--- src/rtl/i2c_pkg.sv ---
// rtl/i2c_pkg.sv - shared types and constants for the I2C transfer sequencer
package i2c_pkg;

  typedef enum logic [2:0] {
    S_IDLE,
    S_ADDR,
    S_WR_FETCH,
    S_WR_BYTE,
    S_RD_BYTE,
    S_RD_HOLD,
    S_STOP,
    S_FIN
  } i2c_seq_state_e;

  // Bit position of the R/nW flag inside the address byte (LSB on the wire).
  localparam int   RW_BIT_POS = 0;
  // Level of the ACK bit as returned by / driven to the byte controller.
  localparam logic ACK_BIT    = 1'b0;
  localparam logic NACK_BIT   = 1'b1;

  // Builds the first byte of a transfer: 7-bit address followed by R/nW.
  function automatic logic [7:0] addr_byte(input logic [6:0] addr, input logic rnw);
    logic [7:0] b;
    b = {addr, 1'b0};
    b[RW_BIT_POS] = rnw;
    return b;
  endfunction

endpackage

--- src/rtl/i2c_xfer_seq.sv ---
// rtl/i2c_xfer_seq.sv - sequences START/address/data/STOP commands for one I2C transfer
module i2c_xfer_seq
  import i2c_pkg::*;
#(
  parameter int LEN_W = 4
) (
  input  logic             clk_i,
  input  logic             rst_i,
  input  logic             req_valid_i,
  output logic             req_ready_o,
  input  logic [6:0]       req_addr_i,
  input  logic             req_rnw_i,
  input  logic [LEN_W-1:0] req_len_i,
  input  logic             tx_valid_i,
  output logic             tx_ready_o,
  input  logic [7:0]       tx_data_i,
  output logic             rx_valid_o,
  input  logic             rx_ready_i,
  output logic [7:0]       rx_data_o,
  output logic             done_o,
  output logic             nack_o,
  output logic             al_o,
  output logic             bc_start_o,
  output logic             bc_stop_o,
  output logic             bc_read_o,
  output logic             bc_write_o,
  output logic             bc_ack_o,
  output logic [7:0]       bc_din_o,
  input  logic             bc_done_i,
  input  logic             bc_ack_i,
  input  logic [7:0]       bc_dout_i,
  input  logic             bc_al_i
);

  i2c_seq_state_e   state_q, state_d;
  logic [LEN_W-1:0] cnt_q, cnt_d;
  logic             rnw_q, rnw_d;
  logic [7:0]       din_q, din_d;
  logic [7:0]       rx_data_q, rx_data_d;
  logic             nack_q, nack_d;
  logic             al_q, al_d;
  // Output flops; their next values are decoded from the next state so every
  // command level changes exactly on the edge where the state changes.
  logic req_ready_q, req_ready_d;
  logic tx_ready_q, tx_ready_d;
  logic rx_valid_q, rx_valid_d;
  logic done_q, done_d;
  logic start_q, start_d;
  logic stop_q, stop_d;
  logic read_q, read_d;
  logic write_q, write_d;
  logic ack_q, ack_d;

  // Next-state, datapath and registered-output decode.
  always_comb begin
    state_d   = state_q;
    cnt_d     = cnt_q;
    rnw_d     = rnw_q;
    din_d     = din_q;
    rx_data_d = rx_data_q;
    nack_d    = nack_q;
    al_d      = al_q;

    case (state_q)
      S_IDLE: begin
        if (req_valid_i && req_ready_q) begin
          rnw_d   = req_rnw_i;
          cnt_d   = req_len_i;
          din_d   = addr_byte(req_addr_i, req_rnw_i);
          nack_d  = 1'b0;
          al_d    = 1'b0;
          state_d = S_ADDR;
        end
      end
      S_ADDR: begin
        if (bc_done_i) begin
          if (bc_ack_i == NACK_BIT) begin
            nack_d  = 1'b1;
            state_d = S_STOP;
          end else begin
            state_d = rnw_q ? S_RD_BYTE : S_WR_FETCH;
          end
        end
      end
      S_WR_FETCH: begin
        if (tx_valid_i && tx_ready_q) begin
          din_d   = tx_data_i;
          state_d = S_WR_BYTE;
        end
      end
      S_WR_BYTE: begin
        if (bc_done_i) begin
          if (cnt_q == '0) begin
            nack_d  = bc_ack_i;
            state_d = S_FIN;
          end else if (bc_ack_i == NACK_BIT) begin
            nack_d  = 1'b1;
            state_d = S_STOP;
          end else begin
            cnt_d   = cnt_q - LEN_W'(1);
            state_d = S_WR_FETCH;
          end
        end
      end
      S_RD_BYTE: begin
        if (bc_done_i) begin
          rx_data_d = bc_dout_i;
          state_d   = S_RD_HOLD;
        end
      end
      S_RD_HOLD: begin
        // Next read waits for the consumer; the idle byte controller stretches SCL.
        if (rx_ready_i) begin
          if (cnt_q == '0) begin
            state_d = S_FIN;
          end else begin
            cnt_d   = cnt_q - LEN_W'(1);
            state_d = S_RD_BYTE;
          end
        end
      end
      S_STOP: begin
        if (bc_done_i) state_d = S_FIN;
      end
      S_FIN: begin
        // A late arbitration loss is still reported but must not stretch done.
        if (bc_al_i) al_d = 1'b1;
        state_d = S_IDLE;
      end
      default: state_d = S_IDLE;
    endcase

    // Bus lost: abandon everything without a STOP; wins over a same-cycle done.
    if (bc_al_i && state_q != S_IDLE && state_q != S_FIN) begin
      cnt_d     = cnt_q;
      din_d     = din_q;
      rx_data_d = rx_data_q;
      nack_d    = nack_q;
      al_d      = 1'b1;
      state_d   = S_FIN;
    end

    req_ready_d = (state_d == S_IDLE);
    tx_ready_d  = (state_d == S_WR_FETCH);
    rx_valid_d  = (state_d == S_RD_HOLD);
    done_d      = (state_d == S_FIN);
    start_d     = (state_d == S_ADDR);
    write_d     = (state_d == S_ADDR) || (state_d == S_WR_BYTE);
    read_d      = (state_d == S_RD_BYTE);
    ack_d       = (state_d == S_RD_BYTE) && (cnt_d == '0);
    stop_d      = (state_d == S_STOP) ||
                  (((state_d == S_WR_BYTE) || (state_d == S_RD_BYTE)) && (cnt_d == '0));
  end

  // State, datapath and output registers with synchronous reset.
  always_ff @(posedge clk_i) begin
    if (rst_i) begin
      state_q     <= S_IDLE;
      cnt_q       <= '0;
      rnw_q       <= 1'b0;
      din_q       <= '0;
      rx_data_q   <= '0;
      nack_q      <= 1'b0;
      al_q        <= 1'b0;
      req_ready_q <= 1'b0;
      tx_ready_q  <= 1'b0;
      rx_valid_q  <= 1'b0;
      done_q      <= 1'b0;
      start_q     <= 1'b0;
      stop_q      <= 1'b0;
      read_q      <= 1'b0;
      write_q     <= 1'b0;
      ack_q       <= 1'b0;
    end else begin
      state_q     <= state_d;
      cnt_q       <= cnt_d;
      rnw_q       <= rnw_d;
      din_q       <= din_d;
      rx_data_q   <= rx_data_d;
      nack_q      <= nack_d;
      al_q        <= al_d;
      req_ready_q <= req_ready_d;
      tx_ready_q  <= tx_ready_d;
      rx_valid_q  <= rx_valid_d;
      done_q      <= done_d;
      start_q     <= start_d;
      stop_q      <= stop_d;
      read_q      <= read_d;
      write_q     <= write_d;
      ack_q       <= ack_d;
    end
  end

  assign req_ready_o = req_ready_q;
  assign tx_ready_o  = tx_ready_q;
  assign rx_valid_o  = rx_valid_q;
  assign rx_data_o   = rx_data_q;
  assign done_o      = done_q;
  assign nack_o      = nack_q;
  assign al_o        = al_q;
  assign bc_start_o  = start_q;
  assign bc_stop_o   = stop_q;
  assign bc_read_o   = read_q;
  assign bc_write_o  = write_q;
  assign bc_ack_o    = ack_q;
  assign bc_din_o    = din_q;

endmodule
--- config.mk ---
export PLATFORM = sky130hd
export DESIGN_NAME = i2c_xfer_seq
export DESIGN_NICKNAME = d
export VERILOG_FILES = /design/src/rtl/i2c_pkg.sv /design/src/rtl/i2c_xfer_seq.sv
export SDC_FILE = /design/constraint.sdc
export NUM_CORES = 1
export LEC_CHECK = 0
export ABC_AREA = 1
export CAP_MARGIN = 20
export CORE_MARGIN = 2
export CORE_UTILIZATION = 30
export CTS_CLUSTER_DIAMETER = 40
export DETAILED_ROUTE_END_ITERATION = 10
export GPL_TIMING_DRIVEN = 0
export PLACE_DENSITY = 0.68
export SETUP_SLACK_MARGIN = 0.15
export SYNTH_ARGS = -nofsm -noshare
export SYNTH_HDL_FRONTEND = slang
export SYNTH_SLANG_ARGS = --single-unit
--- constraint.sdc ---
create_clock -name clk_i -period 3.8 [get_ports clk_i]
set_clock_uncertainty 0.15 [all_clocks]
set_input_delay 0.76 -clock clk_i [delete_from_list [all_inputs] [get_ports clk_i]]
set_output_delay 0.76 -clock clk_i [all_outputs]
set_load 0.01 [all_outputs]
# Word level (Yosys, flattened, before mapping)
# Index checks and enable logic that the tools add are counted.
[word_totals]
input_bits = 36
reg_bits = 35
output_inout_bits = 27
wordCells = 95
[op_classes]
eq_ne = 21
mux = 34
n_reduce_logical = 22
n_bitwise = 1
add_sub_neg = 1
[ops]
columns = ["op", "n"]
rows = [
  ["$mux 3", 12],
  ["$mux 4", 7],
  ["$eq 3x3->1 const B", 8],
  ["$pmux 3 s8", 1],
  ["$mux 8", 2],
  ["$pmux 8 s2", 1],
  ["$eq 3x2->1 const B", 4],
  ["$pmux 4 s3", 1],
  ["$ne 3x3->1 const B", 3],
  ["$reduce_bool 3->1", 3],
  ["$logic_not 4->1", 2],
  ["$ne 2x2->1 const B", 4],
  ["$mux 1", 7],
  ["$eq 3x1->1 const B", 2],
  ["$logic_and 1x1->1", 6],
  ["$logic_not 3->1", 2],
  ["$reduce_and 3->1", 2],
  ["$reduce_and 5->1", 1],
  ["$reduce_and 4->1", 1],
  ["$sub 4x1->4 const B", 1],
  ["$logic_or 1x1->1", 3],
  ["$pmux 1 s3", 1],
  ["$mux 2", 1],
  ["$pmux 1 s2", 1],
  ["3 further kinds", 3],
]

# Longest topological paths before layout
# Gate-level depths: netlist of the first run.
[depth]
word_depth = 9
mapped_depth = 14
mapped_depth_nobuf = 14

# Worst setup path after synthesis of the first run
# OpenSTA, ideal clock, no wires.
[synth_timing]
kind = "input port to flip-flop"
startpoint = "input port req_valid_i"
endpoint = "register stop_q (netlist: bc_stop_o)"
t_required_ns = 3.591
setup_ns = 0.059
path_slack_ns = 1.976
path_stages = 11
path_buffers = 0
arrival_time_ns = 1.615
path_cell_list = "nand2_1 nand3_1 a21boi_0 nand2_1 nand2_1 nand2_1 inv_1 nand2_1 nor2_1 nand3_1 nand2_1"
[synth_via]
elab_chain_cells = 8
word_cells_on_any_way = 14
cone_classes = "3 x eq/ne; 6 x mux; 5 x reduce/logical"
[synth_lines]
columns = ["element", "line_no", "text"]
rows = [
  ["start: declaration", "i2c_xfer_seq.sv:9", "input logic req_valid_i,"],
  ["$logic_and 1x1->1 *", "i2c_xfer_seq.sv:66", "if (req_valid_i && req_ready_q) begin"],
  ["$mux 3", "i2c_xfer_seq.sv:66", ""],
  ["$pmux 3 s8", "i2c_xfer_seq.sv:64", "case (state_q)"],
  ["$mux 3", "i2c_xfer_seq.sv:134", "if (bc_al_i && state_q != S_IDLE && state_q != S_FIN) begin"],
  ["$eq 3x2->1 or $eq 3x3->1 (tied branches)", "i2c_xfer_seq.sv:152", "(((state_d == S_WR_BYTE) || (state_d == S_RD_BYTE)) && (cnt_d == '0));"],
  ["$logic_or 1x1->1", "i2c_xfer_seq.sv:152", ""],
  ["$logic_and 1x1->1", "i2c_xfer_seq.sv:152", ""],
  ["$logic_or 1x1->1 *", "i2c_xfer_seq.sv:151", "stop_d = (state_d == S_STOP) ||"],
  ["end signal: assignment", "i2c_xfer_seq.sv:187", "stop_q <= stop_d;"],
  ["end: declaration", "i2c_xfer_seq.sv:49", "logic stop_q, stop_d;"],
]
# Mark *: on every way between the ends. The rest lies on a longest branch, timed or not.
# A chain may end at the register's enable or synchronous reset.

# Worst setup path after layout of the first run
[layout_timing]
startpoint = "input port bc_done_i"
endpoint = "register stop_q (netlist: bc_stop_o)"
[layout_via]
elab_chain_cells = 7
word_cells_on_any_way = 16
cone_classes = "3 x eq/ne; 9 x mux; 4 x reduce/logical"
[layout_lines]
columns = ["element", "line_no", "text"]
rows = [
  ["start: declaration", "i2c_xfer_seq.sv:29", "input logic bc_done_i,"],
  ["$mux 3 (on tied branches)", "n/a", ""],
  ["$pmux 3 s8", "i2c_xfer_seq.sv:64", ""],
  ["$mux 3", "i2c_xfer_seq.sv:134", ""],
  ["$eq 3x2->1 or $eq 3x3->1 (tied branches)", "i2c_xfer_seq.sv:152", ""],
  ["$logic_or 1x1->1", "i2c_xfer_seq.sv:152", ""],
  ["$logic_and 1x1->1", "i2c_xfer_seq.sv:152", ""],
  ["$logic_or 1x1->1 *", "i2c_xfer_seq.sv:151", ""],
]
# Marks and branches as above.

==> results of run 1 <==
==> how the worst max path moves through the flow <==
stage	endpoint	slack [ns]
finish	bc_stop_o	1.35
global route	bc_stop_o	1.16
CTS	bc_stop_o	1.36
detailed placement	bc_stop_o	1.08
global placement	req_ready_o	1.06
floorplan	bc_stop_o	1.98
==> worst max-delay path, stage by stage <==
cell                              delay (ns)
sky130_fd_sc_hd__clkdlybuf4s50_1        0.62
sky130_fd_sc_hd__inv_1                  0.16
sky130_fd_sc_hd__nor2_4                 0.15
sky130_fd_sc_hd__nand2_1                0.10
sky130_fd_sc_hd__a21boi_0               0.16
sky130_fd_sc_hd__nand2_1                0.09
sky130_fd_sc_hd__nand2_1                0.06
sky130_fd_sc_hd__nand2_1                0.05
sky130_fd_sc_hd__inv_1                  0.06
sky130_fd_sc_hd__nand2_1                0.07
sky130_fd_sc_hd__nor2_1                 0.10
sky130_fd_sc_hd__nand3_1                0.08
sky130_fd_sc_hd__nand2_1                0.06
==> final cells by class <==
class | count | area [sq um] | share of cell area (%)
buffer | 7 | 61.3 | 2.31
clock buffer | 6 | 72.6 | 2.73
inverter | 31 | 126 | 4.76
multi-input combinational | 199 | 991 | 37.3
sequential | 35 | 701 | 26.4
tap | 75 | 93.8 | 3.53
timing repair buffer | 61 | 611 | 23.0
==> cells by family after synthesis <==
family	synth area share [%]
AND/OR/NAND/NOR	39.7
flip-flops	37.3
adder cells (fa/ha/maj)	0.666
buffers and inverters	9.99
AO/OA/AOI/OAI	12.4
==> cell usage after synthesis, drive strengths merged <==
cell type  number
a21oi           5
a31oi           9
buf             6
nand2          77
dfxtp          35
inv            30
nor3            8
a211oi          1
ha              1
nor2           42
nand3          26
clkbuf          1
clkinv          1
o2111ai         1
nand4           4
o21ai          24
a21boi          1
==> metrics by stage <==
step / hold WS [ns] / worst slack [ns]
finish: 0.316 / 1.35
global placement: 0.304 / 1.06
CTS: 0.319 / 1.36
global route: 0.353 / 1.16
detailed placement: 0.306 / 1.08
floorplan: 0.295 / 1.98
==> state kept, by name (all words and copies together), names as in the netlist, 3 cells and up <==
signal / count
rx_data_o: 8
state_q: 3
bc_din_o: 8
cnt_q: 4
==> power by group through the flow <==
stage | logic, uW | clock network, uW | registers, uW
3_5_place_dp | 783 | 0 | 487
3_3_place_gp | 779 | 0 | 485
6_report | 782 | 243 | 479
2_1_floorplan | 516 | 0 | 505
4_1_cts | 786 | 250 | 480
5_1_grt | 877 | 264 | 488
==> per-layer routing <==
layer  up-vias  global-route usage (%)
met2        54                    24.0
met4         0                    5.66
li1       1011                       -
met5         -                       0
met3        10                    5.07
met1       877                    16.2
==> impl_metrics.toml, run 1 <==
[status]
outcome = "completed"

[worst_setup_path]
worst_ep_required_time_ns = 3.88
worst_ep_arrival_time_ns = 2.53
worst-path-max-fanout = 7
r2r.worst_path.cells = 12
critPathLaunch = "bc_done_i"
critical_path_capture_point_type = "flop"
setup.worst_path.start_class = "input pin"
timing.rr.end = "bc_stop_o"
r2r_start = "cnt_q[0]"
timing_worst_setup_path_type = "in2reg"
regToRegSetupSlack_ns = 1.82

[place]
place.port_buffers = 61
gp_congestion = 0.846
dp.cells = 408
placedInstanceArea_sq_mm = 0.00258
dpl.hpwl_microns = 3760

[power_and_ir_drop]
peakVddDrop_v = 0.000276
sw_frac_of_total_pct = 42.0
combinational_fraction_of_design_power_pct = 52.0
power_leakage_uw = 0.00116
power_uw = 1500
internal-power_uw = 872
power.density_mw_per_mm2 = 566
power.switching_uw = 631
pwr-share-seq_pct = 31.8
power.clock.fraction_pct = 16.2

[floorplan]
rows = 28
die_h_microns = 83.1
chipWidth_microns = 83.1
pin_count = 63
floorplan.initialDensity_pct = 31.4
die_area_sq_mm = 0.00691
core_region_area_sq_mm = 0.00599

[sta]
timing.final.crit_share_pct = 64.5
tightestPinTransition_ns = 0.475
maxSlewViolCount = 0
hold_violations = 0
sum_of_negative_setup_slack_ns = 0
finalSetupViolations = 0
final_period_minus_worst_setup_slack_ns = 2.45
rsz0062_at_grt = "no"
max_freq_mhz = 408
max_slew_margin_vs_limit_pct = 68.4

[cells_and_area]
drive_gt1_share_pct = 9.14
finalNonFillerCells = 414
finalCoreUtilization_pct = 44.3
net_count_final = 377
area.growth.synth_to_final_pct = 41.3
fillers = 634
mostFrequentLayoutCells = "sky130_fd_sc_hd__nand2_1 (73), sky130_fd_sc_hd__clkdlybuf4s50_1 (61), sky130_fd_sc_hd__nor2_1 (38)"
post-route-cell-area_sq_mm = 0.00266
mostFrequentLayoutCell = "sky130_fd_sc_hd__nand2_1"
num_antenna_cells = 0

[yosys]
ys_seq_elements = 35
synth_largest_area_cell = "sky130_fd_sc_hd__dfxtp_1"
synth.top_cell.area_share_pct = 37.3
avg_cell_area_syn_sq_um = 6.91
net_count_of_the_mapped_netlist = 309
cell_area_after_synthesis_sq_mm = 0.00188
post_synth_num_cell_types = 32
seq_area_frac_synth_pct = 37.3
synth.top_cells.by_area = "sky130_fd_sc_hd__dfxtp_1 (37%), sky130_fd_sc_hd__nand2_1 (15%), sky130_fd_sc_hd__nor2_1 (7.6%)"
yosysWarnings = 0
syn_inst = 272

[clock_network]
clock-root-buffer = "sky130_fd_sc_hd__clkbuf_8"
cts.htree.levels = 2
post_cts_hold_buffer_count = 0
cts_tree = "done"
cts_buffer_depth = 2
postCtsSetupBuffers = 0
tritoncts_num_sinks = 35
cts.repair.resized = 0
numCtsBuffers = 5
clkSlewWorstSetupHoldPaths_ns = 0.07
insertion_delay_ns = 0.29

[detailed_routing]
average_vias_per_placed_instance = 4.71
first_iter_violations = 103
top_layer = "met4"
met1_wire_length_microns = 2150
route.met3.wl_microns = 335
totalWireLength_microns = 4840
wl_per_cell_microns = 11.7
postRouteAntennaNets = 0
wl_met2_microns = 2270
detailedRoute.firstPassIterationCount = 4
num_vias = 1952
final_routed_drc_violation_total = 0

[worst_hold_path]
hp-start = "al_o"
hold_depth = 2
holdCritPathClass = "reg2reg"
min_to = "al_o"

[global_routing]
via_count_of_the_first_global_routing_pass = 1933
grt_pass1_wl_microns = 8140
grt_remaining_overflow = 0
grt_start_max_net_pins = 11
global_route.usage.total_pct = 14.2
grt_antenna_before_repair = 0

[flow_run]
max-cap-violations = 0
No activity file was read; power rests on OpenSTA's default activity.
==> run 2, diff against run 1 <==
clock period = 2.34 ns   (was 3.8 ns; I/O delays follow)
==> impl_metrics.toml, run 2 (synthesized netlist as in run 1, its figures left out) <==
[power_and_ir_drop]
peakVddDrop_v = 0.000448
power.density_mw_per_mm2 = 918
power_leakage_uw = 0.00117

[sta]
tightestPinTransition_ns = 0.475
finalSetupViolations = 0
hold_violations = 0
layout_setup_ws_ns = 0.343
max_slew_margin_vs_limit_pct = 68.4
timing.final.crit_share_pct = 85.4
maxSlewViolCount = 0
final_period_minus_worst_setup_slack_ns = 2.00
holdWs_ns = 0.316
max_freq_mhz = 501
rsz0062_at_grt = "no"

[global_routing]
grt_antenna_before_repair = 0
grt_remaining_overflow = 0
grt_pass1_wl_microns = 8140
via_count_of_the_first_global_routing_pass = 1933
grt_start_max_net_pins = 11
global_route.usage.total_pct = 14.2

[clock_network]
tritoncts_num_sinks = 35
numCtsBuffers = 5
clkSlewWorstSetupHoldPaths_ns = 0.07
postCtsSetupBuffers = 0
post_cts_hold_buffer_count = 0
cts_tree = "done"
insertion_delay_ns = 0.29
cts.htree.levels = 2
cts_buffer_depth = 2
clock-root-buffer = "sky130_fd_sc_hd__clkbuf_8"

[detailed_routing]
detailedRoute.firstPassIterationCount = 4
first_iter_violations = 103
average_vias_per_placed_instance = 4.71
totalWireLength_microns = 4830
num_vias = 1950
final_routed_drc_violation_total = 0
wl_per_cell_microns = 11.7
postRouteAntennaNets = 0

[place]
gp_congestion = 0.846
dp_worst_setup_slack_ns = -0.0918
dpl.hpwl_microns = 3760
place.port_buffers = 61

[worst_setup_path]
critical_path.most_common_cell = "sky130_fd_sc_hd__nand2_1"
critical_path.slowest_cell = "sky130_fd_sc_hd__clkdlybuf4s50_1"
timing_worst_setup_path_type = "in2reg"
path_cells = "clkdlybuf4s50_1 > inv_1 > o21ai_0 > nand2_1 > nand2_1 > nand2_1 > nand2_1 > nand3_1 > nand2_1 > nand3_1 > nand2_1"
setup.worst_path.start_class = "input pin"
worst_ep_arrival_time_ns = 2.08
critical-path-max-stage-delay_ns = 0.57
critical_path_capture_point_type = "flop"
critical_path_buf_inv_count = 2
worst_ep_required_time_ns = 2.42
worst-path-max-fanout = 7
critical-path-top-delay-family = "simple AND/OR/NAND/NOR gates"

[cells_and_area]
area_used_by_multi_input_combinational_logic_sq_um = 991
area.growth.synth_to_final_pct = 41.5
finalCoreUtilization_pct = 44.4
fillers = 635
area_used_by_sequential_logic_in_the_layout_sq_um = 701
mostFrequentLayoutCells = "sky130_fd_sc_hd__nand2_1 (73), sky130_fd_sc_hd__clkdlybuf4s50_1 (60), sky130_fd_sc_hd__nor2_1 (38)"
net_count_final = 377
mostFrequentLayoutCell = "sky130_fd_sc_hd__nand2_1"
num_antenna_cells = 0
drive_gt1_share_pct = 9.14

[floorplan]
chipWidth_microns = 83.1
core_region_area_sq_mm = 0.00599
die_area_sq_mm = 0.00691
rows = 28
floorplan.initialDensity_pct = 31.4
die_h_microns = 83.1
pin_count = 63

[status]
outcome = "completed"

[worst_hold_path]
holdCritPathClass = "reg2reg"

[flow_run]
max-cap-violations = 0
run 2: cell types whose count changed in the layout (fill, tap and decap cells not counted), sizes merged:
cell,previous run,this run
dlymetal6s2s,0,1
clkdlybuf4s50,61,60
run 2: worst paths after layout:
path	from	to	slack, ns	depth (start not counted)
worst min-delay path	al_o	al_o	0.32	2
worst max register to register	cnt_q[0]	bc_stop_o	0.36	12
worst max-delay path	rx_ready_i	bc_stop_o	0.34	11
worst min register to register	al_o	al_o	0.32	2
run 2: worst register-to-register path: cells and delay by family, from the launching register on:
family                   cells  cell delay, ns
adder cells (fa/ha/maj)      1            0.23
AO/OA/AOI/OAI                1            0.20
flip-flops                   1            0.32
buffers and inverters        1            0.10
AND/OR/NAND/NOR              9            0.92
run 2: power by group:
group | internal [uW] | switching [uW] | leakage (uW) | total (uW)
Clock | 198 | 197 | 0.0000371 | 395
Sequential | 713 | 64.0 | 0.000285 | 777
Combinational | 505 | 764 | 0.000845 | 1270
Total | 1420 | 1030 | 0.00117 | 2440
run 2: layout make-up:
cell class	instances	area share (%)
plain buffers	7	2.31
clock buffers	6	2.73
inverters	31	4.75
multi-input cells	199	37.3
flip-flops and latches	35	26.4
well taps	75	3.53
repair buffers	61	23.1
run 2: what timing repair did:
item | in CTS | in global routing
gates resized for setup | 0 | 1
endpoints found under the hold margin | 0 | 0
setup endpoints to repair | 0 | 8
run 2: through the flow:
| stage | total power [uW] | cells | area (sq um) | TNS [ns] |
|---|---|---|---|---|
| 2_1_floorplan | 1660 | 272 | 1880 | 0 |
| 3_3_place_gp | 2050 | 408 | 2580 | -0.282 |
| 3_5_place_dp | 2060 | 408 | 2580 | -0.303 |
| 4_1_cts | 2460 | 414 | 2660 | 0 |
| 5_1_grt | 2650 | 414 | 2660 | 0 |
| 6_report | 2440 | 414 | 2660 | 0 |
run 2: routing by layer:
layer  part of all wire, %  up-vias  GRT usage [%]  wire, microns
met5                     0        -              0              0
met4                   1.8        0           5.66             88
met3                   6.9       10           5.07            335
met2                    47       54           24.0           2260
met1                    44      875           16.2           2140
li1                      -     1011              -              -
==> run 3, diff against run 2 <==
CORE_UTILIZATION = 45   (was 30)
PLACE_DENSITY = 0.9   (was 0.68)
TNS_END_PERCENT = 5   (was default)
==> impl_metrics.toml, run 3 (synthesized netlist as in run 1, its figures left out) <==
[status]
outcome = "completed"

[detailed_routing]
totalWireLength_microns = 4790
detailedRoute.firstPassIterationCount = 4
wl_per_cell_microns = 12.3
first_iter_violations = 75
average_vias_per_placed_instance = 5.12
final_routed_drc_violation_total = 0
num_vias = 2002
postRouteAntennaNets = 0

[worst_setup_path]
critical_path.slowest_cell = "sky130_fd_sc_hd__dfxtp_1"
setup.worst_path.start_class = "flop"
worst_ep_required_time_ns = 2.42
critical_path_buf_inv_count = 1
critical-path-max-stage-delay_ns = 0.32
critical_path.most_common_cell = "sky130_fd_sc_hd__nand2_1"
critical-path-top-delay-family = "simple AND/OR/NAND/NOR gates"
worst-path-max-fanout = 8
critical_path_capture_point_type = "flop"
timing_worst_setup_path_type = "reg2reg"
worst_ep_arrival_time_ns = 2.13
path_cells = "inv_1 > ha_1 > nand3_2 > o21ai_0 > nand2_1 > nand2_1 > nand2_1 > nand2_1 > nand3_1 > nand2_1 > nand3_1 > nand2_1"

[clock_network]
clkSlewWorstSetupHoldPaths_ns = 0.07
post_cts_hold_buffer_count = 0
cts_tree = "done"
postCtsSetupBuffers = 0
clock-root-buffer = "sky130_fd_sc_hd__clkbuf_8"
cts_buffer_depth = 2
numCtsBuffers = 5
insertion_delay_ns = 0.29
cts.htree.levels = 2
tritoncts_num_sinks = 35

[floorplan]
die_area_sq_mm = 0.00471
pin_count = 63
rows = 23
core_region_area_sq_mm = 0.00400
chipWidth_microns = 68.6
floorplan.initialDensity_pct = 47.0
die_h_microns = 68.6

[cells_and_area]
fillers = 327
area.growth.synth_to_final_pct = 40.7
num_antenna_cells = 0
net_count_final = 377
mostFrequentLayoutCell = "sky130_fd_sc_hd__nand2_1"
area_used_by_multi_input_combinational_logic_sq_um = 991
post-route-cell-area_sq_mm = 0.00264
drive_gt1_share_pct = 9.97
area_used_by_sequential_logic_in_the_layout_sq_um = 701
mostFrequentLayoutCells = "sky130_fd_sc_hd__nand2_1 (73), sky130_fd_sc_hd__clkdlybuf4s50_1 (60), sky130_fd_sc_hd__nor2_1 (38)"

[power_and_ir_drop]
power.density_mw_per_mm2 = 952
peakVddDrop_v = 0.000609
power_leakage_uw = 0.00116
power_uw = 2520

[global_routing]
grt_remaining_overflow = 0
globalRouteMet2Util_pct = 36.3
grtUsageMet1_pct = 25.6
grt_pass1_wl_microns = 7820
global_route.usage.total_pct = 22.0
via_count_of_the_first_global_routing_pass = 1842
top_usage_layer = "met2"
grt_start_max_net_pins = 14
grt_antenna_before_repair = 0
globalRouteMet3Util_pct = 6.66

[place]
placedInstanceArea_sq_mm = 0.00255
gp_congestion = 0.901
dpl.hpwl_microns = 3580
place.port_buffers = 61

[sta]
timing.final.crit_share_pct = 87.6
rsz0062_at_grt = "no"
sum_of_negative_setup_slack_ns = 0
max_freq_mhz = 488
max_slew_margin_vs_limit_pct = 70.3
tightestPinTransition_ns = 0.445
finalSetupViolations = 0
hold_violations = 0
final_period_minus_worst_setup_slack_ns = 2.05
maxSlewViolCount = 0

[worst_hold_path]
holdCritPathClass = "reg2reg"

[flow_run]
max-cap-violations = 0
-- run 3: cell count changes in the layout (fill, tap and decap cells not counted) --
cell	previous run	this run
sky130_fd_sc_hd__clkbuf_1	2	1
sky130_fd_sc_hd__clkinvlp_4	0	2
sky130_fd_sc_hd__dlygate4sd2_1	0	1
sky130_fd_sc_hd__inv_6	1	2
sky130_fd_sc_hd__dlymetal6s2s_1	1	0
-- run 3: routing by layer --
layer	routed length, microns	vias up
met5	0	-
li1	-	1022
met3	297	8
met4	73	0
met1	2040	903
met2	2380	69
-- run 3: final cells by class --
class / instances / area share [%]
Timing Repair Buffer: 61 / 23.0
Clock buffer: 5 / 2.60
Buffer: 7 / 2.32
Tap cell: 50 / 2.37
Inverter: 31 / 4.78
Multi-Input combinational cell: 199 / 37.5
Clock inverter: 3 / 0.899
Sequential cell: 35 / 26.5
-- run 3: power by group --
group	switching (uW)	total, uW	internal, uW
clock network	233	445	213
registers	67.0	779	712
logic	787	1290	505
-- run 3: worst register-to-register path: stages (launching register included) --
cell	delay (ns)
sky130_fd_sc_hd__dfxtp_1	0.32
sky130_fd_sc_hd__inv_1	0.11
sky130_fd_sc_hd__ha_1	0.24
sky130_fd_sc_hd__nand3_2	0.18
sky130_fd_sc_hd__o21ai_0	0.19
sky130_fd_sc_hd__nand2_1	0.07
sky130_fd_sc_hd__nand2_1	0.06
sky130_fd_sc_hd__nand2_1	0.10
sky130_fd_sc_hd__nand2_1	0.21
sky130_fd_sc_hd__nand3_1	0.11
sky130_fd_sc_hd__nand2_1	0.11
sky130_fd_sc_hd__nand3_1	0.10
sky130_fd_sc_hd__nand2_1	0.07
-- run 3: path summary, 6_finish.rpt --
check	start	to	slack [ns]	cells after the start
hold reg to reg	nack_o	nack_o	0.32	2
hold / removal	nack_o	nack_o	0.32	2
setup / recovery	cnt_q[0]	bc_stop_o	0.29	12
setup reg to reg	cnt_q[0]	bc_stop_o	0.29	12
-- run 3: through the flow --
| step | worst slack, ns | hold WS (ns) | instances | util [%] |
|---|---|---|---|---|
| after floorplan | 0.659 | 0.295 | 272 | - |
| after global placement | -0.0643 | 0.306 | 383 | 63.8 |
| after detailed placement | -0.148 | 0.312 | 383 | 63.8 |
| after CTS | 0.323 | 0.324 | 391 | 66.1 |
| after global routing | 0.156 | 0.348 | 391 | 66.1 |
| final | 0.289 | 0.318 | 391 | 66.1 |
-- run 3: repair_timing --
item / CTS / global route
endpoints found under the hold margin: 0 / 0
setup endpoints to repair: 1 / 0
resized for setup: 1 / 0
